## config.mk

```make
export PLATFORM = sky130hd
export DESIGN_NAME = ones_count_dp
export DESIGN_NICKNAME = d
export VERILOG_FILES = /design/src/rtl/ones_count_dp.sv
export SDC_FILE = /design/constraint.sdc
export NUM_CORES = 1
export LEC_CHECK = 0
export BUFFER_PORTS_ARGS = -buffer_cell sky130_fd_sc_hd__buf_2
export CAP_MARGIN = 40
export CORE_ASPECT_RATIO = 1.5
export CORE_MARGIN = 2
export CORE_UTILIZATION = 48
export CTS_CLUSTER_DIAMETER = 50
export DETAILED_ROUTE_END_ITERATION = 16
export GPL_TIMING_DRIVEN = 0
export PLACE_DENSITY = 0.74
export SYNTH_ARGS = -nofsm -noshare
export SYNTH_HDL_FRONTEND = slang
export SYNTH_SLANG_ARGS = --single-unit
```

## constraint.sdc

```tcl
create_clock -name clk -period 1.3 [get_ports clk]
set_input_delay 0 -clock clk [delete_from_list [all_inputs] [get_ports clk]]
set_output_delay 0 -clock clk [all_outputs]
set_load 0.02 [all_outputs]
```

## src/rtl/ones_count_dp.sv

```systemverilog
// Datapath for a shift-and-count ones counter driven by an external one-hot controller.
// Optional define ONES_COUNT_ZERO_GUARD_EN lets a zero operand finish instead of stalling in T1.
module ones_count_dp (
  input  logic       clk,
  input  logic       rst,
  input  logic       t0,
  input  logic       t1,
  input  logic       t2,
  input  logic [7:0] data_in,
  output logic       x,
  output logic       z,
  output logic [3:0] result,
  output logic       done,
  output logic       err
);

  typedef enum logic [1:0] {
    CTL_T0,
    CTL_T1,
    CTL_T2,
    CTL_ILLEGAL
  } ctl_e;

  ctl_e       ctl;
  logic [7:0] r1_q, r1_d;
  logic [3:0] r2_q, r2_d;
  logic [3:0] result_q, result_d;
  logic       done_q, done_d;
  logic       err_q, err_d;
  logic       tail_zero;
  logic       x_raw, z_raw;

  always_comb begin
    case ({t0, t1, t2})
      3'b100:  ctl = CTL_T0;
      3'b010:  ctl = CTL_T1;
      3'b001:  ctl = CTL_T2;
      default: ctl = CTL_ILLEGAL;
    endcase
  end

  assign tail_zero = (r1_q[6:0] == '0);

  always_comb begin
    r1_d     = r1_q;
    r2_d     = r2_q;
    result_d = result_q;
    done_d   = 1'b0;
    err_d    = err_q;
    x_raw    = 1'b0;
    z_raw    = 1'b0;
    case (ctl)
      CTL_T0: begin
        r1_d = data_in;
        r2_d = '0;
      end
      CTL_T1: begin
        x_raw = r1_q[7];
        if (!r1_q[7]) r1_d = {r1_q[6:0], 1'b0};
`ifdef ONES_COUNT_ZERO_GUARD_EN
        if (r1_q == '0) begin
          x_raw = 1'b1;
          r1_d  = r1_q;
        end
`endif
      end
      CTL_T2: begin
        x_raw = r1_q[6];
        z_raw = tail_zero;
        r1_d  = {r1_q[6:0], 1'b0};
        if (r1_q[7]) r2_d = r2_q + 4'd1;
        // The bit leaving R1[7] on this edge still has to be counted.
        if (tail_zero) begin
          result_d = r2_q + {3'b000, r1_q[7]};
          done_d   = 1'b1;
        end
      end
      default: err_d = 1'b1;
    endcase
  end

  // Status lines are quiet while reset is held so every output reads 0.
  assign x      = x_raw & rst;
  assign z      = z_raw & rst;
  assign result = result_q;
  assign done   = done_q;
  assign err    = err_q;

  always_ff @(posedge clk or negedge rst) begin
    if (!rst) begin
      r1_q     <= '0;
      r2_q     <= '0;
      result_q <= '0;
      done_q   <= 1'b0;
      err_q    <= 1'b0;
    end else begin
      r1_q     <= r1_d;
      r2_q     <= r2_d;
      result_q <= result_d;
      done_q   <= done_d;
      err_q    <= err_d;
    end
  end

endmodule

```

==> results of run 1 <==
==> flip-flops by register name, summed over array words and instances, names as in the netlist <==
| register | cells |
|---|---|
| err | 1 |
| result | 4 |
| r1_q | 8 |
| done | 1 |
| r2_q | 4 |
==> power by group <==
group / internal (mW) / total (mW) / switching (mW)
registers: 0.636 / 0.721 / 0.0846
logic: 0.268 / 0.472 / 0.204
clock network: 0.171 / 0.357 / 0.186
total: 1.08 / 1.55 / 0.475
==> routing by layer <==
layer | GRT usage (%) | wire, um
met5 | 0 | 0
met3 | 2.38 | 73
met1 | 21.1 | 963
met4 | 12.4 | 51
met2 | 36.4 | 1440
==> cells in the final DEF (no fill, tap or decap), types with 3 or more instances in the layout <==
master | Yosys | final
ha_1 | 6 | 3
o21ai_0 | 3 | 3
nand2_1 | 12 | 11
buf_4 | 0 | 12
a22o_1 | 6 | 6
nor2_1 | 5 | 4
mux2i_1 | 3 | 3
dfrtp_1 | 18 | 18
clkbuf_4 | 0 | 3
inv_1 | 7 | 6
mux2_2 | 9 | 7
buf_2 | 1 | 17
nand3_1 | 3 | 3
==> timing repair <==
item	CTS	global route
endpoints found under the setup margin	11	14
hold buffers	2	0
pin swaps	4	5
resized for setup	15	9
endpoints found under the hold margin	19	0
setup buffers	5	5
==> per-stage QoR <==
stage	TNS, ns	instances
3_3_place_gp	-5.00	140
4_1_cts	-0.141	151
2_1_floorplan	-0.853	98
5_1_grt	-0.508	156
6_report	-0.175	156
3_5_place_dp	-6.31	140
==> worst paths after layout <==
path                       startpoint        end  slack [ns]  cells past startpoint
setup / recovery              r1_q[3]          z       -0.07                      3
hold / removal             data_in[6]    r1_q[6]        0.05                      3
setup reg to reg              r1_q[3]  result[0]       -0.05                      3
hold reg to reg                   err        err        0.50                      1
max in group asynchronous         rst    r1_q[6]        0.40                      2
min in group asynchronous         rst    r1_q[0]        0.38                      2
==> final cells by class <==
cell class                      instances  area [sq um]  area share, %
Buffer                                  2          25.0           1.76
Clock buffer                            4          36.3           2.56
Inverter                                7          26.3           1.85
Multi-Input combinational cell         71           647           45.6
Sequential cell                        18           450           31.7
Tap cell                               22          27.5           1.94
Timing Repair Buffer                   32           206           14.6
==> synthesized netlist by cell type <==
library cell	instances	area, sq um
a21oi_1	3	15.0
a22o_1	6	52.6
a22oi_1	1	7.51
a22oi_4	1	21.3
and2_1	1	6.26
and3_1	2	12.5
buf_2	1	5.00
clkbuf_1	1	3.75
dfrtp_1	18	450
ha_1	6	75.1
inv_1	7	26.3
mux2_2	9	101
mux2i_1	3	30.0
nand2_1	12	45.0
nand2b_1	2	12.5
nand2b_4	1	13.8
nand3_1	3	15.0
nand4_1	2	12.5
nor2_1	5	18.8
nor3_1	2	10.0
nor4_1	1	6.26
nor4b_2	1	15.0
o211ai_1	1	7.51
o21ai_0	3	15.0
o21ai_4	1	16.3
o21bai_1	1	7.51
o31ai_1	1	7.51
or2_2	1	6.26
xnor2_1	1	8.76
xor2_1	1	8.76
==> worst min-delay path, delay by kind of cell <==
family                 cells  cell delay [ns]
AOI/OAI and AO/OA          1             0.12
buffers and inverters      1             0.07
muxes                      1             0.13
==> cell families after synthesis <==
logic type                 count (synthesis)  synth area share, %
AOI/OAI and AO/OA                         18                 14.5
xor gates and xnor gates                   2                 1.70
adders and majority gates                  6                 7.26
buffers and inverters                      9                 3.39
DFF                                       18                 43.6
muxes                                     12                 12.7
and+or+nand+nor                           33                 16.8
==> run_results.csv, run 1 <==
group,metric,value,unit
setup_path,end_kind,"primary output",
detailed_routing,vias,873,
synthesis,syn-cell-area,0.00103,sq mm
cells_and_area,layout.nets,154,
synthesis,ys_seq_area_share,43.6,%
placement,place_hpwl,1.54,mm
detailed_routing,avgRoutedWirePerCell,16.2,um
floorplanning,rows,20,
global_routing,grt_max_degree,19,
power,power_density,1090,mW/mm^2
cells_and_area,utilization,70.0,%
cells_and_area,diodes,0,
setup_path,worstPathRequired,1.30,ns
setup_path,cp_top_family,"simple AND/OR/NAND/NOR gates",
cells_and_area,num-fill-cells,159,
setup_path,critPathSlowestCell,"dfrtp_1",
synthesis,yosysWarnings,0,
floorplanning,die_y,60.8,um
setup_path,critPathArrivalTime,1.37,ns
detailed_routing,first_pass_iters,4,
synthesis,syn_nets,117,
power,leakagePower,0.688,nW
placement,port_buffers,20,
timing,holdWs,0.0466,ns
cts,h-tree-depth,1,
synthesis,syn_avg_cell_area,10.5,sq um
setup_path,crit_fanout,2,
placement,routabilityCongestion,0.720,
cts,cts_root_buf,"clkbuf_4",
setup_path,worstSetupPathType,"reg2out",
cells_and_area,areaGrowthSynthToFinish,37.3,%
cts,clk_pin_slew,0.11,ns
run,maxCapViolCount,0,
cells_and_area,post_route_cells_drive_above_1_share,45.5,%
power,p_total,1.55,mW
global_routing,grt-ovfl-total,0,
timing,rsz0062_at_grt,"yes",
timing,worst_slack,-0.0737,ns
timing,skew,0.00173,ns
placement,pre_cts_ws,-0.479,ns
cts,cts_tree,"built",
run_status,status,"finished with violations",
placement,place_area,0.00118,sq mm
setup_path,path_cells,"nor4b_4, and3_1, buf_6",
global_routing,antenna_found_initial,0,
cts,clockBufferDepth,2,
timing,slew_headroom,44.2,%
cts,clock_latency,0.30,ns
floorplanning,die_w,41.9,um
floorplanning,io_pins,21,
detailed_routing,ant_nets,0,
synthesis,syn_inst,98,
timing,finalHoldViolations,0,
setup_path,cp-start-kind,"register",
detailed_routing,drt-total-wl,2.53,mm
timing,slew_viol_final,0,
synthesis,yosysUniqueCellTypes,30,
synthesis,yosys_register_bits,18,
cells_and_area,postLayoutCellArea,0.00142,sq mm
setup_path,crit_buf_inv,1,
timing,fmax,728,MHz
timing,setup_viol,3,
cts,cts_sinks,18,
timing,fin_crit_sh,106,%
run_status,violations,"negative setup slack",
global_routing,grtUsageTotal,19.6,%
timing,tightestPinTransition,0.834,ns
worst_hold_path,min_path_type,"in2reg",
detailed_routing,route.detailed.drc,0,
floorplanning,core,0.00203,sq mm
detailed_routing,via_per_inst,5.60,
setup_path,slowest_delay,0.42,ns
global_routing,grt_pass1_vias,883,
global_routing,grt_pass1_wl,3.77,mm
timing,period_needed,1.37,ns
cts,cts_made_buffers,3,
floorplanning,start_util,51.0,%
floorplanning,die_area,0.00255,sq mm
detailed_routing,dr.first_iter.drc_count,18,
power,irDropWorstVdd,0.000874,V
No activity file was read; power rests on OpenSTA's default activity.
==> inputs of run 2 (changes only) <==
--- a/config.mk
+++ b/config.mk
@@ -13,6 +13,7 @@
 export CTS_CLUSTER_DIAMETER = 50
 export DETAILED_ROUTE_END_ITERATION = 16
 export GPL_TIMING_DRIVEN = 0
+export HOLD_SLACK_MARGIN = 0.1
 export PLACE_DENSITY = 0.74
 export SYNTH_ARGS = -nofsm -noshare
 export SYNTH_HDL_FRONTEND = slang
==> run 2 against run 1 <==
- the flow still finishes with violations (negative setup slack)
- non-clock buffer count rose by 6
- wire length rose by 2.4%
- sequential power rose by 0.8%
- clock-buffer cell count did not move
- critical endpoint unchanged
- largest power group unchanged
==> run_results.csv, run 2 (same netlist as run 1, synthesis figures left out) <==
group,metric,value,unit
power,irDropWorstVdd,0.000917,V
detailed_routing,avgRoutedWirePerCell,16.0,um
cells_and_area,postLayoutCellArea,0.00149,sq mm
setup_path,critPathArrivalTime,1.43,ns
placement,place_area,0.00118,sq mm
setup_path,cp_num_cells,3,
setup_path,crit_fanout,2,
cells_and_area,areaGrowthSynthToFinish,44.4,%
global_routing,grt-ovfl-total,0,
placement,dp.cells,140,
cts,clockBufferDepth,2,
power,leakagePower,0.720,nW
setup_path,end_kind,"primary output",
global_routing,gr-usage-met1,22.8,%
detailed_routing,vias,907,
setup_path,crit_start,"r1_q[4]",
detailed_routing,via_per_inst,5.60,
run,maxCapViolCount,0,
setup_path,crit_buf_inv,1,
floorplanning,die_w,41.9,um
timing,holdWs,0.225,ns
detailed_routing,first_pass_iters,4,
cts,cts_root_buf,"clkbuf_4",
floorplanning,io_pins,21,
global_routing,grt_pass1_vias,900,
placement,place_hpwl,1.54,mm
setup_path,slowest_delay,0.45,ns
cells_and_area,top_register,"r1_q",
cells_and_area,final_common_cell,"dfrtp_1",
cells_and_area,num-fill-cells,139,
detailed_routing,ant_nets,0,
cts,clock_latency,0.31,ns
cells_and_area,layout.nets,160,
timing,skew,0.00143,ns
power,p_total,1.56,mW
setup_path,cp-start-kind,"register",
setup_path,path_cells,"nor4_4, and3_1, buf_6",
global_routing,gr-usage-met2,40.4,%
setup_path,worstSetupPathType,"reg2out",
cells_and_area,mostFrequentLayoutCells,"18 x dfrtp_1, 17 x buf_2, 10 x nand2_1",
run_status,status,"finished with violations",
global_routing,grt_max_degree,19,
timing,fmax,698,MHz
cts,cts_made_buffers,3,
floorplanning,core,0.00203,sq mm
placement,pre_cts_ws,-0.479,ns
cts,h-tree-depth,1,
detailed_routing,route.detailed.drc,0,
setup_path,critPathCapture,"z",
setup_path,r2r_slack,-0.09,ns
setup_path,critPathSlowestCell,"dfrtp_1",
global_routing,antenna_found_initial,0,
timing,finalHoldViolations,0,
setup_path,cp_top_family,"simple AND/OR/NAND/NOR gates",
setup_path,worstPathRequired,1.30,ns
timing,slew_headroom,45.7,%
power,power_density,1050,mW/mm^2
cells_and_area,diodes,0,
timing,rsz0062_at_grt,"yes",
timing,period_needed,1.43,ns
detailed_routing,dr.first_iter.drc_count,25,
global_routing,grtUsageTotal,20.9,%
floorplanning,die_y,60.8,um
run_status,violations,"negative setup slack",
cts,clk_pin_slew,0.11,ns
timing,setup_viol,3,
timing,slew_viol_final,0,
setup_path,r2r-start,"r1_q[4]",
timing,tightestPinTransition,0.812,ns
cts,cts_tree,"built",
worst_hold_path,min_path_type,"in2reg",
global_routing,grt.busiest_layer,"met2",
setup_path,rr_worst_depth,3,
cells_and_area,largest_reg_flops,8,
global_routing,grt.met3_usage,1.19,%
floorplanning,rows,20,
floorplanning,start_util,51.0,%
timing,fin_crit_sh,110,%
setup_path,regToRegEndpoint,"result[0]",
detailed_routing,drt-total-wl,2.59,mm
global_routing,grt_pass1_wl,4.00,mm
floorplanning,die_area,0.00255,sq mm
placement,routabilityCongestion,0.720,
cells_and_area,post_route_cells_drive_above_1_share,45.0,%
placement,port_buffers,20,
cts,cts_sinks,18,
cells_and_area,stdcell_count,162,
timing,worst_slack,-0.132,ns
[run 2: repair_timing]
item / 4_1_cts / 5_1_grt
endpoints found under the hold margin: 26 / 0
gates cloned: 0 / 0
endpoints found under the setup margin: 11 / 14
buffers inserted: 5 / 4
pin swaps: 4 / 3
hold buffers: 9 / 0
resized for setup: 15 / 14
[run 2: worst min path at each step]
stage               from        end  slack (ns)  cells past startpoint
detailed placement   rst  result[3]       -0.04                      1
global route          t1    r2_q[2]        0.24                      5
floorplan            rst       done       -0.30                      0
global placement     rst  result[1]       -0.05                      1
finish                t1    r2_q[2]        0.22                      5
CTS                   t1        err        0.24                      4
[run 2: through the flow]
stage                     utilization [%]  setup TNS [ns]
after global placement               58.1           -5.00
after floorplan                         -          -0.853
after global routing                 73.6          -0.993
after CTS                            69.4          -0.141
after detailed placement             58.1           -6.31
final                                73.6          -0.312
[run 2: layout make-up]
class	instances	area, sq um	share of cell area, %
Multi-Input combinational cell	71	649	43.5
Sequential cell	18	450	30.2
Timing Repair Buffer	38	277	18.5
Clock buffer	4	36.3	2.43
Tap cell	22	27.5	1.84
Buffer	2	26.3	1.76
Inverter	7	26.3	1.76
[run 2: worst min-delay path, stage by stage]
cell and delay [ns]:
buf_2 0.12, a22oi_4 0.08, buf_6 0.13, mux2i_1 0.11, nand2_1 0.06
[run 2: layer usage]
layer  up-vias  wire (um)
met5         -          0
met4         0         46
met3         5         82
met2        25       1380
met1       446       1080
li1        431          -
[run 2: power breakdown]
group          internal, mW  leakage (nW)  switching (mW)  total, mW
logic                 0.268         0.467           0.201      0.469
clock network         0.171        0.0210           0.194      0.365
registers             0.636         0.231          0.0914      0.727
